## src/rtl/vga_timing_ctrl.sv

```systemverilog
// vga_timing_ctrl: VGA raster timing generator with a run/drain sequencer.
// Produces hsync/vsync, display_on, hpos/vpos and line/frame strobes.
// Scan-out always starts at the frame origin. It stops only after the last
// pixel of a frame, so the monitor never receives a truncated frame.
// Optional build macro VGA_FRAME_CNT_EN adds an 8-bit completed-frame
// counter output frame_cnt.
// Both H_TOTAL and V_TOTAL must not exceed 1024, because the counters are
// 10 bits wide.

module vga_timing_ctrl #(
  parameter int   H_ACTIVE = 640,
  parameter int   H_FP     = 16,
  parameter int   H_SYNC   = 96,
  parameter int   H_BP     = 48,
  parameter int   V_ACTIVE = 480,
  parameter int   V_FP     = 10,
  parameter int   V_SYNC   = 2,
  parameter int   V_BP     = 33,
  parameter logic SYNC_POL = 1'b0
) (
  input  logic       clk,
  input  logic       rst_n,
  input  logic       run,
  output logic       hsync,
  output logic       vsync,
  output logic       display_on,
  output logic [9:0] hpos,
  output logic [9:0] vpos,
  output logic       line_start,
  output logic       frame_start,
  output logic       busy
`ifdef VGA_FRAME_CNT_EN
  ,
  output logic [7:0] frame_cnt
`endif
);

  localparam int H_TOTAL = H_ACTIVE + H_FP + H_SYNC + H_BP;
  localparam int V_TOTAL = V_ACTIVE + V_FP + V_SYNC + V_BP;

  localparam logic [9:0] H_LAST = 10'(H_TOTAL - 1);
  localparam logic [9:0] V_LAST = 10'(V_TOTAL - 1);

  // Sync windows are inclusive at the start and exclusive at the end.
  localparam int HS_START = H_ACTIVE + H_FP;
  localparam int HS_END   = H_ACTIVE + H_FP + H_SYNC;
  localparam int VS_START = V_ACTIVE + V_FP;
  localparam int VS_END   = V_ACTIVE + V_FP + V_SYNC;

  typedef enum logic [1:0] {
    IDLE  = 2'd0,
    RUN   = 2'd1,
    DRAIN = 2'd2
  } state_t;

  state_t state;
  state_t state_n;
  logic   last_pixel;
  logic   h_last;

  assign h_last     = (hpos == H_LAST);
  assign last_pixel = h_last && (vpos == V_LAST);

  // State register.
  // NOTE: sequential state is written with non-blocking assignments only, so
  // every flop samples the values from before the clock edge.
  always_ff @(posedge clk or negedge rst_n) begin
    if (!rst_n) state <= IDLE;
    else        state <= state_n;
  end

  // Next-state logic: leave IDLE on run, and re-enter IDLE only from the
  // last pixel of a frame that was already draining. A run request always
  // wins over the stop.
  // NOTE: state_n gets a default before the case statement. Every path then
  // assigns it, so no latch can be inferred.
  always_comb begin
    state_n = state;
    case (state)
      IDLE:    if (run) state_n = RUN;
      RUN:     if (!run) state_n = DRAIN;
      DRAIN: begin
        if (run)             state_n = RUN;
        else if (last_pixel) state_n = IDLE;
      end
      default: state_n = IDLE;
    endcase
  end

  // Raster counters: held at the origin while idle, and free-running while
  // busy. Wrapping from the last pixel also returns the counters to the
  // origin when the frame drains into IDLE.
  always_ff @(posedge clk or negedge rst_n) begin
    if (!rst_n) begin
      hpos <= '0;
      vpos <= '0;
    end else if (state == IDLE) begin
      hpos <= '0;
      vpos <= '0;
    end else if (h_last) begin
      hpos <= '0;
      vpos <= (vpos == V_LAST) ? 10'd0 : vpos + 10'd1;
    end else begin
      hpos <= hpos + 10'd1;
    end
  end

`ifdef VGA_FRAME_CNT_EN
  // Completed-frame counter: counts every frame whose last pixel is
  // scanned, including the final drained frame. It wraps at 256 and holds
  // while idle.
  always_ff @(posedge clk or negedge rst_n) begin
    if (!rst_n)                           frame_cnt <= '0;
    else if (state != IDLE && last_pixel) frame_cnt <= frame_cnt + 8'd1;
  end
`endif

  // Output decode. These are purely functions of the registered state and
  // counters, so there is no path from run to any output. The async reset
  // therefore shows on the outputs at once.
  logic hs_active;
  logic vs_active;

  assign busy        = (state != IDLE);
  assign hs_active   = busy && (int'(hpos) >= HS_START) && (int'(hpos) < HS_END);
  assign vs_active   = busy && (int'(vpos) >= VS_START) && (int'(vpos) < VS_END);
  assign hsync       = hs_active ? SYNC_POL : ~SYNC_POL;
  assign vsync       = vs_active ? SYNC_POL : ~SYNC_POL;
  assign display_on  = busy && (int'(hpos) < H_ACTIVE) && (int'(vpos) < V_ACTIVE);
  assign line_start  = busy && (hpos == 10'd0);
  assign frame_start = busy && (hpos == 10'd0) && (vpos == 10'd0);

endmodule

```

## config.mk

```make
export PLATFORM = sky130hd
export DESIGN_NAME = vga_timing_ctrl
export DESIGN_NICKNAME = d
export VERILOG_FILES = /design/src/rtl/vga_timing_ctrl.sv
export SDC_FILE = /design/constraint.sdc
export NUM_CORES = 1
export LEC_CHECK = 0
export BUFFER_PORTS_ARGS = -buffer_cell sky130_fd_sc_hd__buf_2
export CORE_ASPECT_RATIO = 0.9
export CORE_MARGIN = 3
export CORE_UTILIZATION = 35
export CTS_CLUSTER_SIZE = 40
export DETAILED_ROUTE_END_ITERATION = 10
export GPL_ROUTABILITY_DRIVEN = 1
export PLACE_DENSITY = 0.58
export SYNTH_ARGS = -nofsm -noshare
export SYNTH_HDL_FRONTEND = slang
export SYNTH_SLANG_ARGS = --single-unit
```

## constraint.sdc

```tcl
create_clock -name clk -period 2 [get_ports clk]
set_input_delay 0.4 -clock clk [delete_from_list [all_inputs] [get_ports clk]]
set_output_delay 0.4 -clock clk [all_outputs]
set_load 0.1 [all_outputs]
```

==> flow_summary_export.csv, run 1 <==
group,metric,value,unit
logic_synthesis,synth_common_cells,"dfrtp_1, nor2_1, nand2_1, nand3_1",
run_status,violations,"negative setup slack",
logic_synthesis,syn-instance-count,135,
floorplanning,initial_utilization,37.32,%
logic_synthesis,ys_ff_latch,22,
flow_run,max-cap-violations,0,
grt,grt_pass1_vias,1158,
critical_path,r2r_cells,5,
logic_synthesis,synthArstFlopShare,100.0,%
grt,grt_overflow,0,
cts,cts_max_level,1,
detailed_routing,drc_errors,0,
logic_synthesis,synth_ff_type,"dfrtp_1",
grt,grtUsageTotal,16.49,%
floorplanning,core-area,3453,um^2
cts,cts.sinks,22,
finish,num-fill-cells,320,
logic_synthesis,synth_cell_type_count,36,
sta,maxSlewHeadroom,66.73,%
placed_design,gp_congestion,0.7815,
finish,synthToLayoutAreaGrowth,42.33,%
critical_path,cp-start-kind,"flip-flop",
sta,hold_viol_final,0,
sta,rsz0062_at_grt,"true",
logic_synthesis,synth_edf_count,0,
placed_design,dpl.hpwl,2340,um
detailed_routing,drtPass1Iterations,4,
detailed_routing,routedWlPerCell,15.32,um
critical_path,r2r_slack,0.23,ns
cts,root_buffer,"clkbuf_8",
critical_path,worstSetupPathType,"reg -> out",
critical_path,cp-startpoint,"hpos[5]",
grt,grt_max_degree,23,
power,cellPowerDensity,868.9,nW/um^2
sta,setup_ws,-0.04598,ns
floorplanning,die_h,63.57,um
logic_synthesis,yosysTopAreaCellShare,42.72,%
cts,insertion_delay,0.26,ns
placed_design,portBuffers,28,
detailed_routing,via_count,1181,
logic_synthesis,synth_most_common_cell,"dfrtp_1",
critical_path,worstPathMaxFanout,4,
logic_synthesis,yosysTopAreaCell,"dfrtp_1",
critical_path,required,1.60,ns
sta,setup_viol_count_final,1,
sta,tightest_slew,0.4990,ns
grt,antenna_found_initial,0,
floorplanning,rows,20,
cts,cts_hold_buf,0,
sta,fin_crit_sh,102.3,%
finish,final_layout_size_suffix_gt1_share,47.43,%
logic_synthesis,synth_area,1289,um^2
sta,skew,0.009254,ns
finish,nets,184,
detailed_routing,ant_nets,0,
sta,max_freq,488.8,MHz
sta,post-route-min-period,2.046,ns
cts,cts_buffer_depth,2,
cts,cts_tree,"yes",
power,ir_drop,0.5545,mV
placed_design,dp_slack,0.1280,ns
floorplanning,pin_count,29,
cts,cts_buffers,3,
grt,grt_pass1_wl,5989,um
detailed_routing,via_per_inst,5.393,
critical_path,cp-end-kind,"output port",
logic_synthesis,syn_avg_cell_area,9.546,um^2
sta,report.final.slew_viol_count,0,
critical_path,r2r-end,"vpos[3]",
floorplanning,die_area,4447,um^2
logic_synthesis,yosys-top-cells-area,"dfrtp_1, ha_1, nor2_1",
power,power_leakage,0.7867,nW
detailed_routing,wl,3356,um
sta,setup_tns,-0.04598,ns
min_path,holdCritPathClass,"in -> async",
floorplanning,die_x,69.96,um
logic_synthesis,yosys_warnings,0,
finish,diodes,0,
critical_path,r2r-start,"hpos[0]",
run_status,outcome,"finished, violations left",
cts,clk_pin_slew,0.09,ns
logic_synthesis,syn_nets,143,
detailed_routing,drt_iter0_drc,67,
critical_path,cp.arrival,1.65,ns
logic_synthesis,ys_seq_area_share,42.72,%
## registers in the layout (all words and copies together) (netlist names)
name / cells
state: 2
vpos: 10
hpos: 10
## layout by cell type, fill, tap and decap left out, types with 5 or more instances in the layout
cell and count:
nand4_1 6, buf_2 23, dfrtp_4 7, nand2_1 9, xnor2_1 5, buf_4 13
nand3_1 9, dfrtp_2 13, nor2_1 14, buf_12 5, nor3_1 5
## critical path: stages, from the launching register on
cell	delay, ns
dfrtp_4	0.50
nor3_4	0.24
and4_4	0.25
and4_4	0.23
buf_12	0.17
## metal layers
metal / vias to the layer above / share of wire (%) / global-route usage (%)
met3: 2 / 2.9 / 3.668
li1: 575 / - / -
met5: - / 0 / 0
met1: 589 / 50 / 24.24
met2: 15 / 47 / 25.35
met4: 0 / 0.39 / 2.153
## power by group
| part | switching, mW | internal [mW] | leakage, nW | total, mW |
|---|---|---|---|---|
| Combinational | 0.475 | 0.196 | 0.485 | 0.671 |
| Sequential | 0.0324 | 0.476 | 0.266 | 0.509 |
| Clock | 0.147 | 0.267 | 0.0357 | 0.414 |
## kinds of logic (layout without fill, tap and decap cells)
group	Yosys count	count (layout)	share of synthesized area, %
AO/OA/AOI/OAI	25	25	13.40
XOR/XNOR	9	9	6.116
adder cells (fa/ha/maj)	5	5	4.854
buffers and inverters	11	51	4.660
flip-flops	22	22	42.72
multiplexers	2	2	1.553
AND/OR/NAND/NOR	61	61	26.70
## worst max-delay path by stage
| stage | endpoint | slack [ns] | cells after the start |
|---|---|---|---|
| after floorplan | display_on | -0.39 | 2 |
| after global placement | frame_start | 0.17 | 4 |
| after detailed placement | frame_start | 0.13 | 5 |
| after CTS | frame_start | -0.05 | 4 |
| after global routing | frame_start | -0.1 | 4 |
| final | frame_start | -0.05 | 4 |
## metrics by stage
stage                     instance area (um^2)  hold WS (ns)  total power [mW]  util, %  instances
after floorplan                           1410        0.1044            0.9813        -        135
after global placement                    1658        0.4054             1.145    48.01        206
after detailed placement                  1658        0.4092             1.151    48.01        206
after CTS                                 1804        0.1123             1.603    52.25        218
after global routing                      1834        0.1219             1.659    53.12        219
final                                     1834       0.08957             1.594    53.12        219
## what timing repair did
action	CTS	global route
buffers inserted	8	1
endpoints found under the hold margin	0	0
gates resized for setup	2	6
pin swaps	4	5
endpoints found under the setup margin	2	5
cloned	0	0
## cell type report
cell class	instances	area (um^2)	area share (%)
Multi-Input combinational cell	102	775.7	42.29
Inverter	6	26.28	1.432
Clock buffer	3	41.29	2.251
Tap cell	44	55.05	3.001
Clock inverter	1	30.03	1.637
Sequential cell	22	593.1	32.33
Timing Repair Buffer	41	312.8	17.05
(Power assumes the default switching activity.)
==> inputs of run 2 (changes only) <==
Settings changed: CORE_UTILIZATION 35 to 53, HOLD_SLACK_MARGIN set to 0.05, PLACE_DENSITY 0.58 to 0.8.
==> run 2 against run 1 <==
The flow still finishes with violations (negative setup slack). First-iteration DRC count decreased by 42%. Sequential power about the same. Via count increased by 8.0%. Combinational power increased by 0.6%. Clock skew increased by 0.0024 ns. Die area decreased by 31%. Sequential cell count unchanged. Design area increased by 0.68%. Highest routed layer unchanged.
==> flow_summary_export.csv, run 2 (synthesized netlist as in run 1, its figures left out) <==
group,metric,value,unit
detailed_routing,drc_errors,0,
finish,nets,191,
finish,top_regs,"hpos (10), vpos (10), state (2)",
cts,cts_buffers,3,
placed_design,place_inst,188,
critical_path,cp-start-kind,"flip-flop",
sta,skew,0.01161,ns
detailed_routing,drtPass1Iterations,4,
critical_path,cp-end-kind,"output port",
critical_path,worstSetupPathType,"reg -> out",
floorplanning,die_area,3060,um^2
sta,fin_crit_sh,104.2,%
run_status,violations,"negative setup slack",
floorplanning,initial_utilization,57.48,%
min_path,hold_end,"state[1]",
sta,max_freq,479.7,MHz
finish,synthToLayoutAreaGrowth,43.30,%
power,power_leakage,0.8078,nW
min_path,hold_depth,2,
grt,grt_pass1_wl,5326,um
critical_path,r2r_slack,0.11,ns
critical_path,r2r-start,"hpos[5]",
run_status,outcome,"finished, violations left",
sta,rsz0062_at_grt,"true",
finish,num-fill-cells,129,
sta,maxSlewHeadroom,65.96,%
finish,final_layout_size_suffix_gt1_share,50.00,%
finish,stdcell_count,209,
sta,tightest_slew,0.5106,ns
cts,insertion_delay,0.31,ns
placed_design,gp_congestion,0.8597,
floorplanning,die_x,57.98,um
sta,setup_viol_count_final,1,
critical_path,r2r-end,"vpos[4]",
sta,hold_viol_final,0,
cts,cts_max_level,1,
min_path,hold_start,"run",
sta,setup_ws,-0.08477,ns
floorplanning,pin_count,29,
critical_path,worstPathMaxFanout,2,
placed_design,portBuffers,28,
finish,layout.cells.most_common,"buf_2",
min_path,holdCritPathClass,"in -> reg",
cts,clk_pin_slew,0.13,ns
detailed_routing,drt_iter0_drc,39,
sta,post-route-min-period,2.085,ns
power,ir_drop,0.9670,mV
detailed_routing,ant_nets,0,
grt,grt_overflow,0,
placed_design,dpl.hpwl,2252,um
grt,grt_max_degree,23,
power,cellPowerDensity,776.8,nW/um^2
critical_path,required,1.60,ns
critical_path,r2r_cells,6,
cts,root_buffer,"clkbuf_4",
flow_run,max-cap-violations,0,
cts,cts.sinks,22,
grt,grtUsageTotal,23.37,%
critical_path,cp.arrival,1.68,ns
detailed_routing,via_count,1276,
floorplanning,core-area,2242,um^2
floorplanning,rows,16,
floorplanning,die_h,52.78,um
detailed_routing,routedWlPerCell,17.14,um
detailed_routing,via_per_inst,6.105,
grt,grt_pass1_vias,1103,
cts,cts_tree,"yes",
finish,final_cell_mix,"buf_2, buf_4, nor2_1",
power,p_total,1.435,mW
detailed_routing,wl,3582,um
sta,report.final.slew_viol_count,0,
grt,antenna_found_initial,0,
cts,cts_buffer_depth,2,
finish,diodes,0,
==> run 2: where the power goes <==
| part | leakage [nW] | total (mW) | switching (mW) | internal (mW) |
|---|---|---|---|---|
| registers | 0.266 | 0.510 | 0.0335 | 0.477 |
| logic | 0.521 | 0.675 | 0.475 | 0.200 |
| clock network | 0.0210 | 0.249 | 0.138 | 0.111 |
| total | 0.808 | 1.43 | 0.647 | 0.788 |
==> run 2: worst max-delay path by stage <==
stage | startpoint | end | slack [ns]
after floorplan | vpos[8] | display_on | -0.39
after global routing | hpos[4] | frame_start | -0.18
after CTS | vpos[1] | frame_start | -0.10
after detailed placement | vpos[1] | frame_start | 0.11
final | vpos[0] | frame_start | -0.08
after global placement | hpos[4] | frame_start | 0.19
==> run 2: area by class of cell <==
cell class                      instances  area [um^2]  area share, %
Timing Repair Buffer                   48        371.6          20.12
Inverter                                6        26.28          1.423
Tap cell                               27        33.78          1.829
Sequential cell                        22        593.1          32.11
Multi-Input combinational cell        102        785.8          42.55
Clock buffer                            4        36.28          1.965
==> run 2: per-stage QoR <==
stage          util, %  setup TNS (ns)  hold slack (ns)  setup slack, ns  area, um^2
4_1_cts          79.41         -0.1000          0.05370          -0.1000        1780
6_report         82.37        -0.08477           0.2449         -0.08477        1847
3_5_place_dp     72.66               0           0.4013           0.1057        1629
3_3_place_gp     72.66               0           0.3865           0.1901        1629
5_1_grt          82.37         -0.3235           0.2318          -0.1765        1847
2_1_floorplan        -          -1.122           0.1044          -0.3854        1410
==> run 2: worst max-delay path, cell delays in order, from the launching register on <==
cell	delay [ns]
dfrtp_4	0.50
inv_2	0.09
ha_4	0.13
nor4b_4	0.20
and4_4	0.27
buf_12	0.17
==> run 2: layer usage <==
| metal | part of all wire, % | vias up | global-route usage (%) | wire length (um) |
|---|---|---|---|---|
| li1 | - | 590 | - | - |
| met3 | 5.2 | 6 | 5.419 | 187 |
| met2 | 49 | 39 | 36.84 | 1740 |
| met4 | 1.4 | 0 | 8.494 | 51 |
| met5 | 0 | - | 0 | 0 |
| met1 | 45 | 641 | 31.19 | 1603 |
==> run 2: repair_timing <==
item	4_1_cts	5_1_grt
setup endpoints to repair	4	4
gates resized for setup	2	10
pin swaps	4	3
hold endpoints to repair	0	22
setup buffers	13	3
hold buffers	0	1
